**src/rtl/ysyx_22050078_idu_stage_pkg.sv**
```systemverilog
// ysyx_22050078_idu_stage_pkg
// Shared definitions for the IDU decode stage: base-ISA opcode constants,
// the immediate-format and operand-source enums, and a helper that maps an
// opcode to its decode control fields.
package ysyx_22050078_idu_stage_pkg;

  localparam logic [6:0] OPC_OP_IMM    = 7'b0010011;
  localparam logic [6:0] OPC_OP_IMM_32 = 7'b0011011;
  localparam logic [6:0] OPC_LOAD      = 7'b0000011;
  localparam logic [6:0] OPC_JALR      = 7'b1100111;
  localparam logic [6:0] OPC_OP        = 7'b0110011;
  localparam logic [6:0] OPC_OP_32     = 7'b0111011;
  localparam logic [6:0] OPC_BRANCH    = 7'b1100011;
  localparam logic [6:0] OPC_STORE     = 7'b0100011;
  localparam logic [6:0] OPC_LUI       = 7'b0110111;
  localparam logic [6:0] OPC_AUIPC     = 7'b0010111;
  localparam logic [6:0] OPC_JAL       = 7'b1101111;

  typedef enum logic [2:0] {
    IMM_I,
    IMM_S,
    IMM_B,
    IMM_U,
    IMM_J,
    IMM_NONE
  } imm_fmt_e;

  typedef enum logic [1:0] {
    SRC_REG,
    SRC_PC,
    SRC_ZERO
  } op_src_e;

  typedef struct packed {
    logic     legal;
    imm_fmt_e imm_fmt;
    op_src_e  op1_src;
    logic     op2_reg;
    logic     is_store;
    logic     writes_rd;
  } dec_ctrl_t;

  // Unknown opcodes fall through to the default, which zeroes every operand
  // path; the *-32 opcodes only exist when the datapath is 64 bits wide.
  function automatic dec_ctrl_t decode_opcode(input logic [6:0] opc, input logic rv64);
    dec_ctrl_t c;
    c.legal     = 1'b0;
    c.imm_fmt   = IMM_NONE;
    c.op1_src   = SRC_ZERO;
    c.op2_reg   = 1'b0;
    c.is_store  = 1'b0;
    c.writes_rd = 1'b0;
    case (opc)
      OPC_OP_IMM, OPC_LOAD, OPC_JALR: begin
        c.legal     = 1'b1;
        c.imm_fmt   = IMM_I;
        c.op1_src   = SRC_REG;
        c.writes_rd = 1'b1;
      end
      OPC_OP_IMM_32: begin
        if (rv64) begin
          c.legal     = 1'b1;
          c.imm_fmt   = IMM_I;
          c.op1_src   = SRC_REG;
          c.writes_rd = 1'b1;
        end
      end
      OPC_OP: begin
        c.legal     = 1'b1;
        c.op1_src   = SRC_REG;
        c.op2_reg   = 1'b1;
        c.writes_rd = 1'b1;
      end
      OPC_OP_32: begin
        if (rv64) begin
          c.legal     = 1'b1;
          c.op1_src   = SRC_REG;
          c.op2_reg   = 1'b1;
          c.writes_rd = 1'b1;
        end
      end
      OPC_BRANCH: begin
        c.legal   = 1'b1;
        c.imm_fmt = IMM_B;
        c.op1_src = SRC_REG;
        c.op2_reg = 1'b1;
      end
      OPC_STORE: begin
        c.legal    = 1'b1;
        c.imm_fmt  = IMM_S;
        c.op1_src  = SRC_REG;
        c.is_store = 1'b1;
      end
      OPC_LUI: begin
        c.legal     = 1'b1;
        c.imm_fmt   = IMM_U;
        c.writes_rd = 1'b1;
      end
      OPC_AUIPC: begin
        c.legal     = 1'b1;
        c.imm_fmt   = IMM_U;
        c.op1_src   = SRC_PC;
        c.writes_rd = 1'b1;
      end
      OPC_JAL: begin
        c.legal     = 1'b1;
        c.imm_fmt   = IMM_J;
        c.op1_src   = SRC_PC;
        c.writes_rd = 1'b1;
      end
      default: ;
    endcase
    return c;
  endfunction

endpackage

```
**src/rtl/ysyx_22050078_immgen.sv**
```systemverilog
// ysyx_22050078_immgen
// Combinational immediate generator. Assembles the raw immediate for the
// selected instruction format and sign-extends it from inst[31].
// Ports:
//   inst  in   instruction bits [31:7] (opcode bits carry no immediate)
//   fmt   in   immediate format select
//   imm   out  sign-extended immediate, DATA_WIDTH bits (0 for IMM_NONE)
module ysyx_22050078_immgen
  import ysyx_22050078_idu_stage_pkg::*;
#(
  parameter int DATA_WIDTH = 64
) (
  input  logic [31:7]           inst,
  input  imm_fmt_e              fmt,
  output logic [DATA_WIDTH-1:0] imm
);

  logic [31:0] imm32;

  always_comb begin
    imm32 = '0;
    case (fmt)
      IMM_I:   imm32 = {{20{inst[31]}}, inst[31:20]};
      IMM_S:   imm32 = {{20{inst[31]}}, inst[31:25], inst[11:7]};
      IMM_B:   imm32 = {{19{inst[31]}}, inst[31], inst[7], inst[30:25], inst[11:8], 1'b0};
      IMM_U:   imm32 = {inst[31:12], 12'b0};
      IMM_J:   imm32 = {{11{inst[31]}}, inst[31], inst[19:12], inst[20], inst[30:21], 1'b0};
      default: imm32 = '0;
    endcase
  end

  // Every format already carries its sign in bit 31, so widening only
  // replicates that bit.
  generate
    if (DATA_WIDTH > 32) begin : g_sext
      assign imm = {{(DATA_WIDTH-32){imm32[31]}}, imm32};
    end else begin : g_narrow
      assign imm = imm32[DATA_WIDTH-1:0];
    end
  endgenerate

endmodule

```
**src/rtl/ysyx_22050078_idu_stage.sv**
```systemverilog
// ysyx_22050078_idu_stage
// Pipelined RV64I/RV32I decode stage. Accepts an instruction from the IFU
// over valid/ready, reads the register file combinationally, decodes the
// operands and immediate, and holds one decoded bundle for the EXU.
// Ports:
//   clk, rst                  clock, synchronous active-high reset
//   in_valid/in_ready         IFU handshake
//   inst_in, pc_in            fetched instruction and its address
//   rs1_addr, rs2_addr        combinational regfile read indices
//   src1_in, src2_in          regfile read data (same cycle)
//   flush                     drop held and incoming instruction
//   out_valid/out_ready       EXU handshake
//   inst_out .. illegal       registered decoded bundle
module ysyx_22050078_idu_stage
  import ysyx_22050078_idu_stage_pkg::*;
#(
  parameter int DATA_WIDTH = 64,
  parameter int PC_WIDTH   = 64,
  parameter int INST_WIDTH = 32,
  parameter int ADDR_WIDTH = 5
) (
  input  logic                  clk,
  input  logic                  rst,
  input  logic                  in_valid,
  output logic                  in_ready,
  input  logic [INST_WIDTH-1:0] inst_in,
  input  logic [PC_WIDTH-1:0]   pc_in,
  output logic [ADDR_WIDTH-1:0] rs1_addr,
  output logic [ADDR_WIDTH-1:0] rs2_addr,
  input  logic [DATA_WIDTH-1:0] src1_in,
  input  logic [DATA_WIDTH-1:0] src2_in,
  input  logic                  flush,
  output logic                  out_valid,
  input  logic                  out_ready,
  output logic [INST_WIDTH-1:0] inst_out,
  output logic [PC_WIDTH-1:0]   pc_out,
  output logic [6:0]            opcode,
  output logic [2:0]            func3,
  output logic [6:0]            func7,
  output logic [ADDR_WIDTH-1:0] rd_addr,
  output logic [DATA_WIDTH-1:0] op1,
  output logic [DATA_WIDTH-1:0] op2,
  output logic [DATA_WIDTH-1:0] imm,
  output logic [DATA_WIDTH-1:0] store_data,
  output logic                  illegal
);

  localparam logic RV64 = (DATA_WIDTH == 64);

  typedef struct packed {
    logic [INST_WIDTH-1:0] inst;
    logic [PC_WIDTH-1:0]   pc;
    logic [6:0]            opcode;
    logic [2:0]            func3;
    logic [6:0]            func7;
    logic [ADDR_WIDTH-1:0] rd;
    logic [DATA_WIDTH-1:0] op1;
    logic [DATA_WIDTH-1:0] op2;
    logic [DATA_WIDTH-1:0] imm;
    logic [DATA_WIDTH-1:0] store_data;
    logic                  illegal;
  } bundle_t;

  bundle_t               bundle_d, bundle_q, in_bundle;
  logic                  out_valid_d, out_valid_q;
  dec_ctrl_t             ctrl;
  logic [DATA_WIDTH-1:0] imm_ext;
  logic [DATA_WIDTH-1:0] pc_ext;
  logic                  accept;

  assign rs1_addr = inst_in[19:15];
  assign rs2_addr = inst_in[24:20];
  assign in_ready = !out_valid_q || out_ready;
  assign accept   = in_valid && in_ready;

  assign ctrl = decode_opcode(inst_in[6:0], RV64);

  ysyx_22050078_immgen #(
    .DATA_WIDTH(DATA_WIDTH)
  ) u_immgen (
    .inst(inst_in[31:7]),
    .fmt (ctrl.imm_fmt),
    .imm (imm_ext)
  );

  // The PC operand is zero-extended or truncated to the datapath width.
  generate
    if (PC_WIDTH >= DATA_WIDTH) begin : g_pc_trunc
      assign pc_ext = pc_in[DATA_WIDTH-1:0];
    end else begin : g_pc_zext
      assign pc_ext = {{(DATA_WIDTH-PC_WIDTH){1'b0}}, pc_in};
    end
  endgenerate

  always_comb begin
    in_bundle         = '0;
    in_bundle.inst    = inst_in;
    in_bundle.pc      = pc_in;
    in_bundle.opcode  = inst_in[6:0];
    in_bundle.func3   = inst_in[14:12];
    in_bundle.func7   = inst_in[31:25];
    in_bundle.rd      = ctrl.writes_rd ? inst_in[11:7] : '0;
    in_bundle.imm     = imm_ext;
    in_bundle.illegal = !ctrl.legal;
    case (ctrl.op1_src)
      SRC_REG: in_bundle.op1 = src1_in;
      SRC_PC:  in_bundle.op1 = pc_ext;
      default: in_bundle.op1 = '0;
    endcase
    // Illegal opcodes decode to IMM_NONE, so the immediate path is already 0.
    if (!ctrl.legal)       in_bundle.op2 = '0;
    else if (ctrl.op2_reg) in_bundle.op2 = src2_in;
    else                   in_bundle.op2 = imm_ext;
    in_bundle.store_data = ctrl.is_store ? src2_in : '0;
  end

  // Flush wins over accept; a plain drain with nothing incoming empties the
  // stage. The bundle itself only changes on accept, so a held or drained
  // stage keeps stable outputs.
  always_comb begin
    out_valid_d = out_valid_q;
    bundle_d    = bundle_q;
    if (flush) begin
      out_valid_d = 1'b0;
    end else if (accept) begin
      out_valid_d = 1'b1;
      bundle_d    = in_bundle;
    end else if (out_ready) begin
      out_valid_d = 1'b0;
    end
  end

  always_ff @(posedge clk) begin
    if (rst) begin
      out_valid_q <= 1'b0;
      bundle_q    <= '0;
    end else begin
      out_valid_q <= out_valid_d;
      bundle_q    <= bundle_d;
    end
  end

  assign out_valid  = out_valid_q;
  assign inst_out   = bundle_q.inst;
  assign pc_out     = bundle_q.pc;
  assign opcode     = bundle_q.opcode;
  assign func3      = bundle_q.func3;
  assign func7      = bundle_q.func7;
  assign rd_addr    = bundle_q.rd;
  assign op1        = bundle_q.op1;
  assign op2        = bundle_q.op2;
  assign imm        = bundle_q.imm;
  assign store_data = bundle_q.store_data;
  assign illegal    = bundle_q.illegal;

endmodule
```
**config.mk**
```make
export PLATFORM = sky130hd
export DESIGN_NAME = ysyx_22050078_idu_stage
export DESIGN_NICKNAME = d
export VERILOG_FILES = /design/src/rtl/ysyx_22050078_idu_stage_pkg.sv /design/src/rtl/ysyx_22050078_immgen.sv /design/src/rtl/ysyx_22050078_idu_stage.sv
export SDC_FILE = /design/constraint.sdc
export NUM_CORES = 1
export LEC_CHECK = 0
export ABC_CLOCK_PERIOD_IN_PS = 7300
export CORE_AREA = 2 2 243 245
export CTS_CLUSTER_DIAMETER = 30
export DETAILED_ROUTE_END_ITERATION = 8
export DIE_AREA = 0 0 245 247
export HOLD_SLACK_MARGIN = 0.1
export PLACE_DENSITY_LB_ADDON = 0.1
export SYNTH_ARGS = -nofsm -noshare
export SYNTH_HDL_FRONTEND = slang
export SYNTH_HIERARCHICAL = 1
export SYNTH_SLANG_ARGS = --single-unit
```
**constraint.sdc**
```tcl
create_clock -name clk -period 7.3 [get_ports clk]
set_input_delay 1.46 -clock clk [delete_from_list [all_inputs] [get_ports clk]]
set_output_delay 1.46 -clock clk [all_outputs]
set_load 0.1 [all_outputs]
```
==> results by stage <==
Status:
- The flow ran to the end, and the final reports show no timing, DRC or antenna violations.

Cells and area:
- The filler cells instantiated in the layout total 5,693.
- The proportion of layout cells with a drive suffix above 1 is 11.35%.
- Cells fill 42.47% of the core in the end.
- Once layout is done, the placed cells without fillers occupy 24,730 um2.
- After the last flow step, the layout net total stands at 2,433.
- The area added between synthesis and finish is 69.79%.

GRT:
- The initial antenna violation count is 9.
- The maximum number of pins on one net before global-route repair is 169.
- For this run, the total global-route usage over all layers was measured as 20.96%.
- The first-pass GRT wire length is 95,560 um.
- For this run the aggregate overflow at the end of global routing stands at 0.
- The number of global-route vias before repair is 14,430.

Worst setup path:
- The classification of the worst setup path is input port to output pin.
- Counting both buffers and inverters, the worst setup path holds a total of 3.
- In this design, the stage delay of the slowest critical-path cell is 990 ps.
- The critical path goes through clkdlybuf4s50_1 -> nor2b_1 -> inv_1 -> clkdlybuf4s50_1.
- Broken down by cell family, the worst path's largest delay share belongs to buffers and inverters.
- The worst register-to-register path has a setup slack of 4220 ps.
- At the worst endpoint, the required time is 5840 ps.
- The element type at the critical path start is an input port.
- The most critical setup path has its startpoint at out_ready.
- The type of destination of the critical path is an output pin.
- The number of cell instances on the worst register-to-register path is 6.
- The cell repeated most along the worst path is sky130_fd_sc_hd__clkdlybuf4s50_1.
- The worst-path maximum fanout is 6.
- The startpoint of the worst register-to-register path is out_valid.
- For the worst setup path, the data arrival time is 3570 ps.
- The slowest stage of the critical path is the sky130_fd_sc_hd__clkdlybuf4s50_1 cell.
- The end of the worst register-to-register path is inst_out[14].

Synthesis:
- The cell count after synthesis is 1,678.
- The share of synthesized flip-flops with an asynchronous set or reset is 0%.
- For this run, the number of Yosys warnings is 6.
- By area the synthesized netlist is led by sky130_fd_sc_hd__dfxtp_1 (49%), sky130_fd_sc_hd__nand2_1 (8.9%), sky130_fd_sc_hd__a21oi_1 (8.3%), sky130_fd_sc_hd__mux2i_1 (4.5%), sky130_fd_sc_hd__o2bb2ai_1 (3.9%).
- The proportion of synthesized chip area in sequential cells is 49.34%.
- The mean area per synthesized cell is 8.681 um2.
- The number of unique standard cell types used by synthesis is 44.
- The area share of the largest cell type after synthesis is 49.34%.
- The net count of the mapped netlist is 1,907.
- sky130_fd_sc_hd__dfxtp_1 takes more of the synthesized area than any other cell.
- The number of flip-flops and latches in the synthesized netlist is 359.
- The count of flip-flops with a built-in enable after synthesis is 0.
- The post-synthesis instance area is 14,570 um2.
- For this run, the leading register cell type out of synthesis is sky130_fd_sc_hd__dfxtp_1.

Clocking:
- Gates resized during post-CTS repair numbered 0.
- Clock latency on the worst-skew pair, taken at its later pin, is 620 ps.
- Clock-pin slew was measured on the worst setup and hold paths at 40 ps.
- The number of clock buffers inserted by TritonCTS is 103.
- Hold repair after CTS inserted 0 buffers.
- Post-CTS timing repair inserted 0 buffers for setup.
- The clock tree from TritonCTS is done.
- The total number of clock tree sinks is 359.
- The H-tree depth is 3.
- The clock tree root driver cell is sky130_fd_sc_hd__clkbuf_16.
- The maximum buffer depth of the clock tree is 3.

STA:
- The final setup skew is 27.50 ps.
- Setup repair after global routing left no endpoint under its margin.
- The post-route setup TNS is 0 ps.
- The headroom to the max-slew limit is 23.49%.
- Of the available clock period, the critical path in the final layout requires 68.84%.
- The maximum clock rate is 0.1990 GHz.
- The number of slew-limit violations in the final report came to 0.
- The number of failing hold endpoints at the final stage was 0.
- The final critical-path required period is 5026 ps.
- The worst hold slack across all endpoints is 449.0 ps.
- The worst path meets setup with 2274 ps of slack.
- The total of endpoints with negative setup slack in the final report is 0.
- For the pin with the worst max-slew slack, the measured transition is 1144 ps.

Worst hold path:
- In this run the most critical hold path is launched from inst_out[17].
- The number of cells traversed by the worst hold path is 2.
- The worst hold path belongs to the class register to register.
- The endpoint with the worst hold slack is inst_out[17].

Detailed routing:
- The detailed-route wire length is 65,860 um.
- The number of vias per cell is 4.687.
- The number of vias in the routed layout is 14,380.
- The post-detailed-route DRC marker count is 0.
- The remaining number of nets flagged by the antenna check after routing is 0.
- The number of DRC markers in iteration 0 is 754.
- The detailed-route wire length per cell is 21.47 um.
- For this run, the detailed router's first-pass iteration total came to 5.

Floorplanning:
- The number of I/O pins is 616.
- The effective utilization at floorplan is 25.01%.
- The core region area is 58,240 um2.
- After floorplanning, the core was divided into 89 placement rows.
- The die covers 60,520 um2.
- The die is 247 um tall.
- The die boundary width is 245 um.

Power:
- The sequential power share is 25.8%.
- Of the total power, the clock network draws 62.8%.
- For this design the ratio of total power to cell area is 320.1 nW/um2.
- The internal power of the cells totals 0.005876 W.
- The net switching power is 0.002040 W.
- The share of power burned in combinational logic is 11.4%.
- VDD sags by at most 0.0002569 V.
- Of the total power, the share spent switching nets is 25.77%.
- The static leakage power is 8.562 nW.

Placement:
- Detailed placement finished with a half-perimeter wire length of 44,600 um.
- At the placement stage, the worst setup path has a slack of 2191 ps.
- At the end of routability-driven placement, the weighted congestion stood at 0.8422.
- The number of buffers inserted by port buffering is 615.
- Once placement finished, the instance area stood at 20,810 um2.

Flow run:
- Max-cap violations in this run came to 0.
## final cells by class
class | count | area, um2 | share of cell area (%)
clock inverter | 55 | 948.4 | 3.835
timing repair buffer | 630 | 6306 | 25.50
tap | 773 | 967.2 | 3.911
clock buffer | 137 | 2967 | 11.99
multi-input combinational | 1101 | 6314 | 25.53
sequential | 359 | 7187 | 29.06
inverter | 9 | 33.78 | 0.1366
antenna | 4 | 10.01 | 0.04047
## worst max path at each step
stage / end / cells past startpoint / slack (ps)
global route: in_ready / 4 / 2170
global placement: op2[13] / 10 / 2240
CTS: in_ready / 4 / 2250
detailed placement: op2[58] / 10 / 2190
floorplan: op2[32] / 10 / 3560
finish: in_ready / 4 / 2270
## power by group through the flow
| stage | clock network (W) | registers, W | logic, W |
|---|---|---|---|
| after floorplan | 0 | 0.00240 | 0.000266 |
| after global placement | 0 | 0.00207 | 0.000909 |
| after detailed placement | 0 | 0.00208 | 0.000913 |
| after CTS | 0.00506 | 0.00204 | 0.000914 |
| after global routing | 0.00517 | 0.00204 | 0.000948 |
| final | 0.00497 | 0.00204 | 0.000906 |
## synth_stat cells (22+ instances only)
master and number:
sky130_fd_sc_hd__o2bb2ai_1 65, sky130_fd_sc_hd__mux2i_1 66, sky130_fd_sc_hd__dfxtp_1 359, sky130_fd_sc_hd__clkbuf_1 116, sky130_fd_sc_hd__a32oi_1 22, sky130_fd_sc_hd__a211oi_2 39
sky130_fd_sc_hd__a22oi_1 64, sky130_fd_sc_hd__buf_4 60, sky130_fd_sc_hd__nand3_1 66, sky130_fd_sc_hd__a21oi_1 243, sky130_fd_sc_hd__nor2_1 117, sky130_fd_sc_hd__nand2_1 344
## layer usage
layer / wire [um] / track usage, % / share of wire, % / vias to the layer above
li1: - / - / - / 6875
met1: 27190 / 24.93 / 41 / 6865
met2: 31010 / 33.88 / 47 / 499
met3: 5458 / 8.096 / 8.3 / 131
met4: 2132 / 8.447 / 3.2 / 10
met5: 70 / 0 / 0.11 / -
## metrics by stage
step,std cells,power (W)
floorplan,1678,0.002666
global route,3067,0.008163
finish,3068,0.007917
global placement,2872,0.002983
detailed placement,2872,0.002989
CTS,3064,0.008014
## tightest hold or removal path, delay by kind of cell, from the launching register on
family,cells,cell delay (ps)
AND/OR/NAND/NOR,1,50
flip-flops,1,300
AO/OA/AOI/OAI,1,50
## cells by family (layout without fill, tap and decap cells)
group | Yosys count | in the layout | share of synthesized area (%)
and+or+nand+nor | 565 | 565 | 16.06
AOI/OAI and AO/OA | 465 | 465 | 21.97
DFF | 359 | 359 | 49.34
buffers and inverters | 218 | 831 | 7.705
muxes | 70 | 70 | 4.844
adders and majority gates | 1 | 1 | 0.07730
other | 0 | 4 | 0
## placed cells by master (no fill, tap or decap), types with 3 or more instances in the layout
cell type                         synthesis  final
sky130_fd_sc_hd__bufinv_16                0     22
sky130_fd_sc_hd__diode_2                  0      4
sky130_fd_sc_hd__clkbuf_1               116      9
sky130_fd_sc_hd__clkdlybuf4s50_1          0    612
sky130_fd_sc_hd__a22o_1                   5      5
sky130_fd_sc_hd__a32oi_1                 22     22
sky130_fd_sc_hd__dfxtp_1                359    359
sky130_fd_sc_hd__nor2_1                 117    114
sky130_fd_sc_hd__clkbuf_8                 0     24
sky130_fd_sc_hd__clkinv_8                 0      3
sky130_fd_sc_hd__a211oi_2                39     39
sky130_fd_sc_hd__a21oi_1                243    243
sky130_fd_sc_hd__nor2b_1                  9      9
sky130_fd_sc_hd__mux2i_1                 66     66
sky130_fd_sc_hd__inv_1                    9      9
sky130_fd_sc_hd__a22oi_1                 64     64
sky130_fd_sc_hd__a211oi_1                 5      5
sky130_fd_sc_hd__clkinv_2                 0     18
sky130_fd_sc_hd__nand2_1                344    344
sky130_fd_sc_hd__buf_4                   60     14
sky130_fd_sc_hd__nand2b_1                10     10
sky130_fd_sc_hd__clkinvlp_4               0      8
sky130_fd_sc_hd__clkbuf_16                0    104
sky130_fd_sc_hd__o2bb2ai_1               65     65
sky130_fd_sc_hd__nand3_1                 66     66
sky130_fd_sc_hd__buf_12                   0      3
sky130_fd_sc_hd__mux2_2                   4      4
sky130_fd_sc_hd__o22ai_1                 12     12
No activity file was read; power rests on OpenSTA's default activity.
